<file path="src/rtl/alu_exec_mc.sv">
`default_nettype none
// ============================================================================
// Module   : alu_exec_mc
// Purpose  : Multi-cycle ALU execute stage. Single-cycle logic/arith/shift ops
//            and an iterative shift-add MUL that stalls the pipe via in_ready.
//            Optional macro MUL_EARLY_EXIT_EN ends MUL once the multiplier drains.
// Revision : 1.0 - initial release
// ============================================================================
module alu_exec_mc #(
    parameter int DATA_W = 32,
    parameter int CNT_W  = 6
) (
    input  logic              clk,
    input  logic              arst_n,
    input  logic              in_valid,
    output logic              in_ready,
    input  logic [3:0]        alu_control,
    input  logic [DATA_W-1:0] op_a,
    input  logic [DATA_W-1:0] op_b,
    input  logic              flush,
    output logic              out_valid,
    output logic [DATA_W-1:0] result,
    output logic              zero,
    output logic              busy
);

    localparam int SHAMT_W = $clog2(DATA_W);
    localparam logic [CNT_W-1:0] c_iters = CNT_W'(DATA_W);

    localparam logic [3:0] c_op_and = 4'd0;
    localparam logic [3:0] c_op_or  = 4'd1;
    localparam logic [3:0] c_op_add = 4'd2;
    localparam logic [3:0] c_op_sll = 4'd3;
    localparam logic [3:0] c_op_srl = 4'd4;
    localparam logic [3:0] c_op_sub = 4'd6;
    localparam logic [3:0] c_op_slt = 4'd7;
    localparam logic [3:0] c_op_mul = 4'd8;

    typedef enum logic [0:0] {
        IDLE    = 1'b0,
        MUL_RUN = 1'b1
    } state_t;

    state_t              r_state;
    logic [DATA_W-1:0]   r_acc;
    logic [DATA_W-1:0]   r_mcand;
    logic [DATA_W-1:0]   r_mplier;
    logic [CNT_W-1:0]    r_cnt;

    logic                w_accept;
    logic [SHAMT_W-1:0]  w_shamt;
    logic [DATA_W-1:0]   w_alu;
    logic [DATA_W-1:0]   w_acc_next;
    logic [DATA_W-1:0]   w_mcand_next;
    logic [DATA_W-1:0]   w_mplier_next;
    logic [CNT_W-1:0]    w_cnt_next;
    logic                w_mul_done;

    assign in_ready = (r_state == IDLE);
    assign busy     = ~in_ready;
    assign w_accept = in_valid && in_ready && !flush;
    assign w_shamt  = op_b[SHAMT_W-1:0];

    always_comb begin
        w_alu = '0;
        case (alu_control)
            c_op_and: w_alu = op_a & op_b;
            c_op_or:  w_alu = op_a | op_b;
            c_op_add: w_alu = op_a + op_b;
            c_op_sll: w_alu = op_a << w_shamt;
            c_op_srl: w_alu = op_a >> w_shamt;
            c_op_sub: w_alu = op_a - op_b;
            c_op_slt: w_alu = {{(DATA_W-1){1'b0}}, ($signed(op_a) < $signed(op_b))};
            default:  w_alu = '0;
        endcase
    end

    // One shift-add step; the completing edge writes the post-step accumulator.
    assign w_acc_next    = r_mplier[0] ? (r_acc + r_mcand) : r_acc;
    assign w_mcand_next  = r_mcand << 1;
    assign w_mplier_next = r_mplier >> 1;
    assign w_cnt_next    = r_cnt + 1'b1;

`ifdef MUL_EARLY_EXIT_EN
    assign w_mul_done = (w_cnt_next == c_iters) || (w_mplier_next == '0);
`else
    assign w_mul_done = (w_cnt_next == c_iters);
`endif

    always_ff @(posedge clk or negedge arst_n) begin
        if (!arst_n) begin
            r_state   <= IDLE;
            result    <= '0;
            zero      <= 1'b1;
            out_valid <= 1'b0;
            r_cnt     <= '0;
            r_acc     <= '0;
            r_mcand   <= '0;
            r_mplier  <= '0;
        end else begin
            out_valid <= 1'b0;
            if (flush) begin
                r_state <= IDLE;
                r_cnt   <= '0;
            end else begin
                case (r_state)
                    IDLE: begin
                        if (w_accept) begin
                            if (alu_control == c_op_mul) begin
                                r_mcand  <= op_a;
                                r_mplier <= op_b;
                                r_acc    <= '0;
                                r_cnt    <= '0;
                                r_state  <= MUL_RUN;
                            end else begin
                                result    <= w_alu;
                                zero      <= (w_alu == '0);
                                out_valid <= 1'b1;
                            end
                        end
                    end
                    MUL_RUN: begin
                        r_acc    <= w_acc_next;
                        r_mcand  <= w_mcand_next;
                        r_mplier <= w_mplier_next;
                        r_cnt    <= w_cnt_next;
                        if (w_mul_done) begin
                            result    <= w_acc_next;
                            zero      <= (w_acc_next == '0);
                            out_valid <= 1'b1;
                            r_state   <= IDLE;
                        end
                    end
                    default: r_state <= IDLE;
                endcase
            end
        end
    end

endmodule
`default_nettype wire

</file>
<file path="config.mk">
export PLATFORM = sky130hd
export DESIGN_NAME = alu_exec_mc
export DESIGN_NICKNAME = d
export VERILOG_FILES = /design/src/rtl/alu_exec_mc.sv
export SDC_FILE = /design/constraint.sdc
export NUM_CORES = 1
export LEC_CHECK = 0
export CORE_MARGIN = 2
export CORE_UTILIZATION = 40
export CTS_BUF_LIST = sky130_fd_sc_hd__clkbuf_16
export DETAILED_ROUTE_END_ITERATION = 10
export PLACE_DENSITY_LB_ADDON = 0.05
export SYNTH_ARGS = -nofsm -noshare
export SYNTH_HDL_FRONTEND = slang
export SYNTH_SLANG_ARGS = --single-unit
export TNS_END_PERCENT = 1
</file>
<file path="constraint.sdc">
create_clock -name clk -period 4.45 [get_ports clk]
set_clock_uncertainty 0.15 [all_clocks]
set_input_delay 1.335 -clock clk [delete_from_list [all_inputs] [get_ports clk]]
set_output_delay 1.335 -clock clk [all_outputs]
set_load 0.01 [all_outputs]
</file>
# Word level (Yosys, flattened, before mapping)
# Cells that the tools add are included.
dict set report op_classes {
  add_sub_neg 4
  order_cmp 1
  n_eq_ne 14
  shift 2
  mux 33
  bitwise 4
  reduce_logical 9
}
# cell count
set ops {}
lappend ops {{$mux W32} 10}
lappend ops {{$pmux W32 S2} 4}
lappend ops {{$pmux W32 S7} 1}
lappend ops {{$add A32 B32 Y32} 2}
lappend ops {{$logic_not A32 Y1} 2}
lappend ops {{$and A32 B32 Y32} 1}
lappend ops {{$lt A32 B32 Y1} 1}
lappend ops {{$or A32 B32 Y32} 1}
lappend ops {{$shl A32 B5 Y32} 1}
lappend ops {{$shr A32 B5 Y32} 1}
lappend ops {{$sub A32 B32 Y32} 1}
lappend ops {{$mux W6} 3}
lappend ops {{$eq A4 B3 Y1 const B} 3}
lappend ops {{$pmux W6 S2} 1}
lappend ops {{$mux W1} 11}
lappend ops {{$eq A4 B2 Y1 const B} 2}
lappend ops {{$add A6 B1 Y6 const B} 1}
lappend ops {{$eq A6 B6 Y1 const B} 1}
lappend ops {{$ne A2 B1 Y1 const B} 3}
lappend ops {{$ne A3 B1 Y1 const B} 2}
lappend ops {{$pmux W1 S2} 3}
lappend ops {{$eq A4 B1 Y1 const B} 1}
lappend ops {{$eq A4 B4 Y1 const B} 1}
lappend ops {{$logic_not A4 Y1} 1}
lappend ops {{7 further kinds} 9}
dict set report totals {
  register_bits 137
  elab_cells 75
}

# Depth between registers and ports, before layout
dict set report depth {
  depth_word 6
  mapped_depth 18
  mapped_depth_nobuf 16
}

# Least setup slack after synthesis
# No wires, ideal clock.
dict set report synth_timing {
  path_type {input -> register}
  start {input op_b[2]}
  end {register zero}
  setup_time_ps 62
  arrival_ps 5385
  required_ps 4238
  setup_slack_ps -1147
  cell_stages 17
  cell_sequence {buf_2 -> buf_4 -> inv_1 -> clkbuf_1 -> clkbuf_1 -> ha_1 -> nor2b_1 -> o221a_2 -> a311o_1 -> or4b_4 -> a31oi_1 -> mux2_2 -> a221oi_1 -> and2_1 -> nand4_1 -> o31ai_2 -> a41o_1}
}
dict set report synth_via {
  elab_chain_len 6
  elab_cells_between_ends 12
  cone_classes {add/sub (2); order compare (1); shift (2); mux (4); bitwise (2); reduce/logical (1)}
}
# element line_no
set synth_lines {}
lappend synth_lines {{from (decl)} 19} ;# input logic [DATA_W-1:0] op_b,
lappend synth_lines {{$sub A32 B32 Y32 (tied with other cells)} 72} ;# c_op_sub: w_alu = op_a - op_b;
lappend synth_lines {{$pmux W32 S7 *} 66} ;# case (alu_control)
lappend synth_lines {{$logic_not A32 Y1 *} 117} ;# zero <= (w_alu == '0);
lappend synth_lines {{$mux W1 *} 109} ;# if (alu_control == c_op_mul) begin
lappend synth_lines {{$mux W1 *} 108} ;# if (w_accept) begin
lappend synth_lines {{$pmux W1 S2 *} 106} ;# case (r_state)
lappend synth_lines {{to (signal assigned)} 117}
lappend synth_lines {{to (signal assigned)} 129} ;# zero <= (w_acc_next == '0);
lappend synth_lines {{to (decl)} 23} ;# output logic zero,
# Mark *: on every way between the ends. The rest lies on a longest branch, timed or not. The select of a mux whose other input is x is not followed.
# A chain may end at the register's enable or synchronous reset.

# Final worst setup path
dict set report layout_timing {
  start {input op_a[31]}
  end {register zero}
}
dict set report layout_via {
  elab_chain_len 6
  elab_cells_between_ends 12
  cone_classes {add/sub (2); order compare (1); shift (2); mux (4); bitwise (2); reduce/logical (1)}
}
# element line_no
set layout_lines {}
lappend layout_lines {{from (decl)} 18} ;# input logic [DATA_W-1:0] op_a,
lappend layout_lines {{$sub A32 B32 Y32 (tied with other cells)} 72}
lappend layout_lines {{$pmux W32 S7 *} 66}
lappend layout_lines {{$logic_not A32 Y1 *} 117}
lappend layout_lines {{$mux W1 *} 109}
lappend layout_lines {{$mux W1 *} 108}
lappend layout_lines {{$pmux W1 S2 *} 106}
# Marks and branches as above.

==> flow_summary.toml <==
[timing]
worst_slew_pin_slew_ps = 710
fmax_mhz = 209
drv_slew = 0
post-route-period-util = 1.07
maxSlewHeadroom = 0.527
fin_crit_ps = 4780
rsz0062_at_grt = "yes"
timing.final.ws_setup_ps = -332
setup_tns_ps = -499
hold_viol = 0
setup_viol = 3

[critical_path]
criticalPathCategory = "input port to flip-flop"
crit_chain = "clkdlybuf4s50_1, buf_4, mux2i_1, mux2i_1, a21boi_1, buf_4, o22ai_1, or4b_4, nor4_4, nand4b_1, nor4_2, and4b_1, nand4_1, o31ai_2, a41o_1"
crit_required_ps = 4720
path_depth = 15
r2r_setup_slack_ps = -10
arrival_ps = 5060
reg2reg_to = "zero$_DFFE_PN1P_"
worstSetupEndpoint = "zero$_DFFE_PN1P_"
cp_top_family = "simple AND/OR/NAND/NOR gates"
reg2reg_depth = 17
cpPeakStageDelay_ps = 530
rr_startpoint = "r_mcand[0]$_DFFE_PN0P_"
critPathLaunchType = "input port"
worst-path-buf-inv = 3
end_kind = "flip-flop"
critPathMaxFanout = 4
crit_start = "op_a[31]"
crit_slowest_cell = "or4b_4"

[yosys]
syn_avg_cell_area_um2 = 7.86
ys_seq_area_frac = 0.193
ys_top_cells_by_count = "272 x nand2_1, 219 x o21ai_0, 171 x mux2i_1"
muxShareOfSynthArea = 0.184
synthTopCellsByArea = "dfrtp_1 19%, mux2i_1 9.6%, ha_1 9.3%, mux4_2 6.3%, o21ai_0 6.2%"
post-synth-top-count-cell = "nand2_1"
synth_top_family_by_area = "compound AO/OA/AOI/OAI gates"
synth_area_um2 = 17700
ys_async_sr_fraction = 1.00
yosys.area.top_type = "dfrtp_1"
synth_xor_area_frac = 0.0183
synth_nets = 2463
synth_flop_cell = "dfrtp_1"
synth_cell_type_count = 100
synth_simple_gate_area_share = 0.181
ys_ff_latch = 137
synth_edf_count = 0
synth_top_area_share = 0.192
yosysWarningCount = 0
postSynthCellCount = 2256
synth_fa_ha_area_frac = 0.0965
synth_compound_area_frac = 0.254

[route]
dr_wl_met3_um = 7280
vias = 21100
top_layer_used = "met4"
firstDrtPassIters = 6
wl_met2_um = 38300
postRouteAntennaNets = 0
drtIter0Drc = 2555
wl_per_cell_um = 24.4
vias_per_cell = 5.97
wl_met1_um = 36300
wl_um = 86000
drc = 0

[cts]
insertion_delay_ps = 490
cts_root_buffer = "clkbuf_16"
hold_buffers = 0
cts_made_buffers = 17
clk_pin_slew_worst_paths_ps = 60
htree_num_levels = 4
clock_path_buffers = 2
cts_num_sinks = 137
cts_tree = "built"

[power]
ir_drop_v = 0.000277
p_leak_uw = 0.0118
pwr_density_cell_nw_per_um2 = 241

[layout]
drive_gt1_frac = 0.351
fin_area_um2 = 26000
fin_nets = 3133
syn_to_final_growth_pct = 46.3

[die]
die_w_um = 215
row_count = 77
die_h_um = 215
coreArea_um2 = 44000
dieArea_um2 = 46100
io_pins = 108
start_util = 0.403

[global_route]
grt_usage = 0.369
grt_pass1_wl_um = 129000
grt_overflow = 0
grt_pass1_vias = 21000
antenna_found_initial = 4
grt_max_degree = 86

[placed_design]
dp_slack_ps = -1710
gp_congestion = 1.04
place_hpwl_um = 68900
place_area_um2 = 24200
io_buffers = 107

[run_status]
violations = "setup timing"
status = "finished, violations left"

[min_path]
hp-class = "flip-flop to flip-flop"

[job]
max_cap_violations = 0
## timing repair
| item | in CTS | in global routing |
|---|---|---|
| cloned | 0 | 0 |
| setup endpoints to repair | 18 | 13 |
| pin swaps | 53 | 20 |
| resized for setup | 231 | 60 |
| setup buffers | 40 | 3 |
## worst min path at each step
stage                                   startpoint                        to  slack, ps  cells after the start
after global routing       r_mplier[1]$_DFFE_PN0P_   r_mplier[1]$_DFFE_PN0P_        360                      2
after global placement      result[10]$_DFFE_PN0P_    result[10]$_DFFE_PN0P_        310                      1
after detailed placement    result[10]$_DFFE_PN0P_    result[10]$_DFFE_PN0P_        320                      1
final                       result[10]$_DFFE_PN0P_    result[10]$_DFFE_PN0P_        320                      1
after floorplan           r_mplier[31]$_DFFE_PN0P_  r_mplier[31]$_DFFE_PN0P_        300                      2
after CTS                   result[10]$_DFFE_PN0P_    result[10]$_DFFE_PN0P_        330                      1
## metrics by stage
step / hold slack [ps] / util / power [uW] / instances
floorplan: 298 / - / 3050 / 2256
global placement: 308 / 0.549 / 4510 / 3458
detailed placement: 316 / 0.549 / 4550 / 3458
CTS: 330 / 0.583 / 6180 / 3528
global route: 356 / 0.590 / 6570 / 3531
finish: 323 / 0.590 / 6260 / 3532
## cell type report
type | count | area, um^2
Sequential cell | 137 | 3430
Clock inverter | 15 | 158
Timing Repair Buffer | 830 | 6770
Multi-Input combinational cell | 1804 | 13900
Fill cell | 4122 | 18100
Clock buffer | 17 | 425
Tap cell | 592 | 741
Antenna cell | 1 | 2.50
Inverter | 136 | 531
## metal layers
metal	vias to the layer above	global-route usage
li1	9651	-
met1	10200	0.482
met4	0	0.166
met5	-	0
met3	217	0.0816
met2	989	0.585
## power by group
| part | internal [uW] | switching, uW | leakage, uW |
|---|---|---|---|
| clock | 788 | 693 | 0.000273 |
| combinational | 1490 | 1670 | 0.00976 |
| sequential | 1460 | 169 | 0.00180 |
## registers in the layout, summed over array words and instances (netlist names)
signal / flops
r_cnt: 6
busy: 1
r_mplier: 32
zero: 1
result: 32
r_acc: 32
r_mcand: 32
out_valid: 1
## cell usage in the layout (no fill, tap or decap), drive strengths merged, types with 18 or more instances in the layout
master           n
o21ai          225
a31oi           22
nor2           164
nor3            51
dlygate4sd2     23
a21oi          130
clkdlybuf4s50   58
ha             132
mux4            50
xnor2           27
nand2          272
nor2b           28
o22ai           23
mux2            36
o211ai          36
dfrtp          136
o31ai           19
nand3           37
buf            739
a211oi          35
clkbuf          18
mux2i          172
inv            145
## worst register-to-register path: cells and delay by family, from the launching register on
kind                     cells  cell delay [ps]
XOR/XNOR                     1              180
AND/OR/NAND/NOR              2              500
multiplexers                 1              240
buffers and inverters        4              580
flip-flops                   1              410
adder cells (fa/ha/maj)      2              650
AO/OA/AOI/OAI                7             1690
## cell families (layout without fill, tap and decap cells)
group	after synthesis	count (layout)
AOI/OAI and AO/OA	688	688
and+or+nand+nor	686	686
buffers and inverters	315	998
muxes	258	258
DFF	137	137
adders and majority gates	135	135
xor gates and xnor gates	37	37
other	0	1
(Power assumes the default switching activity.)
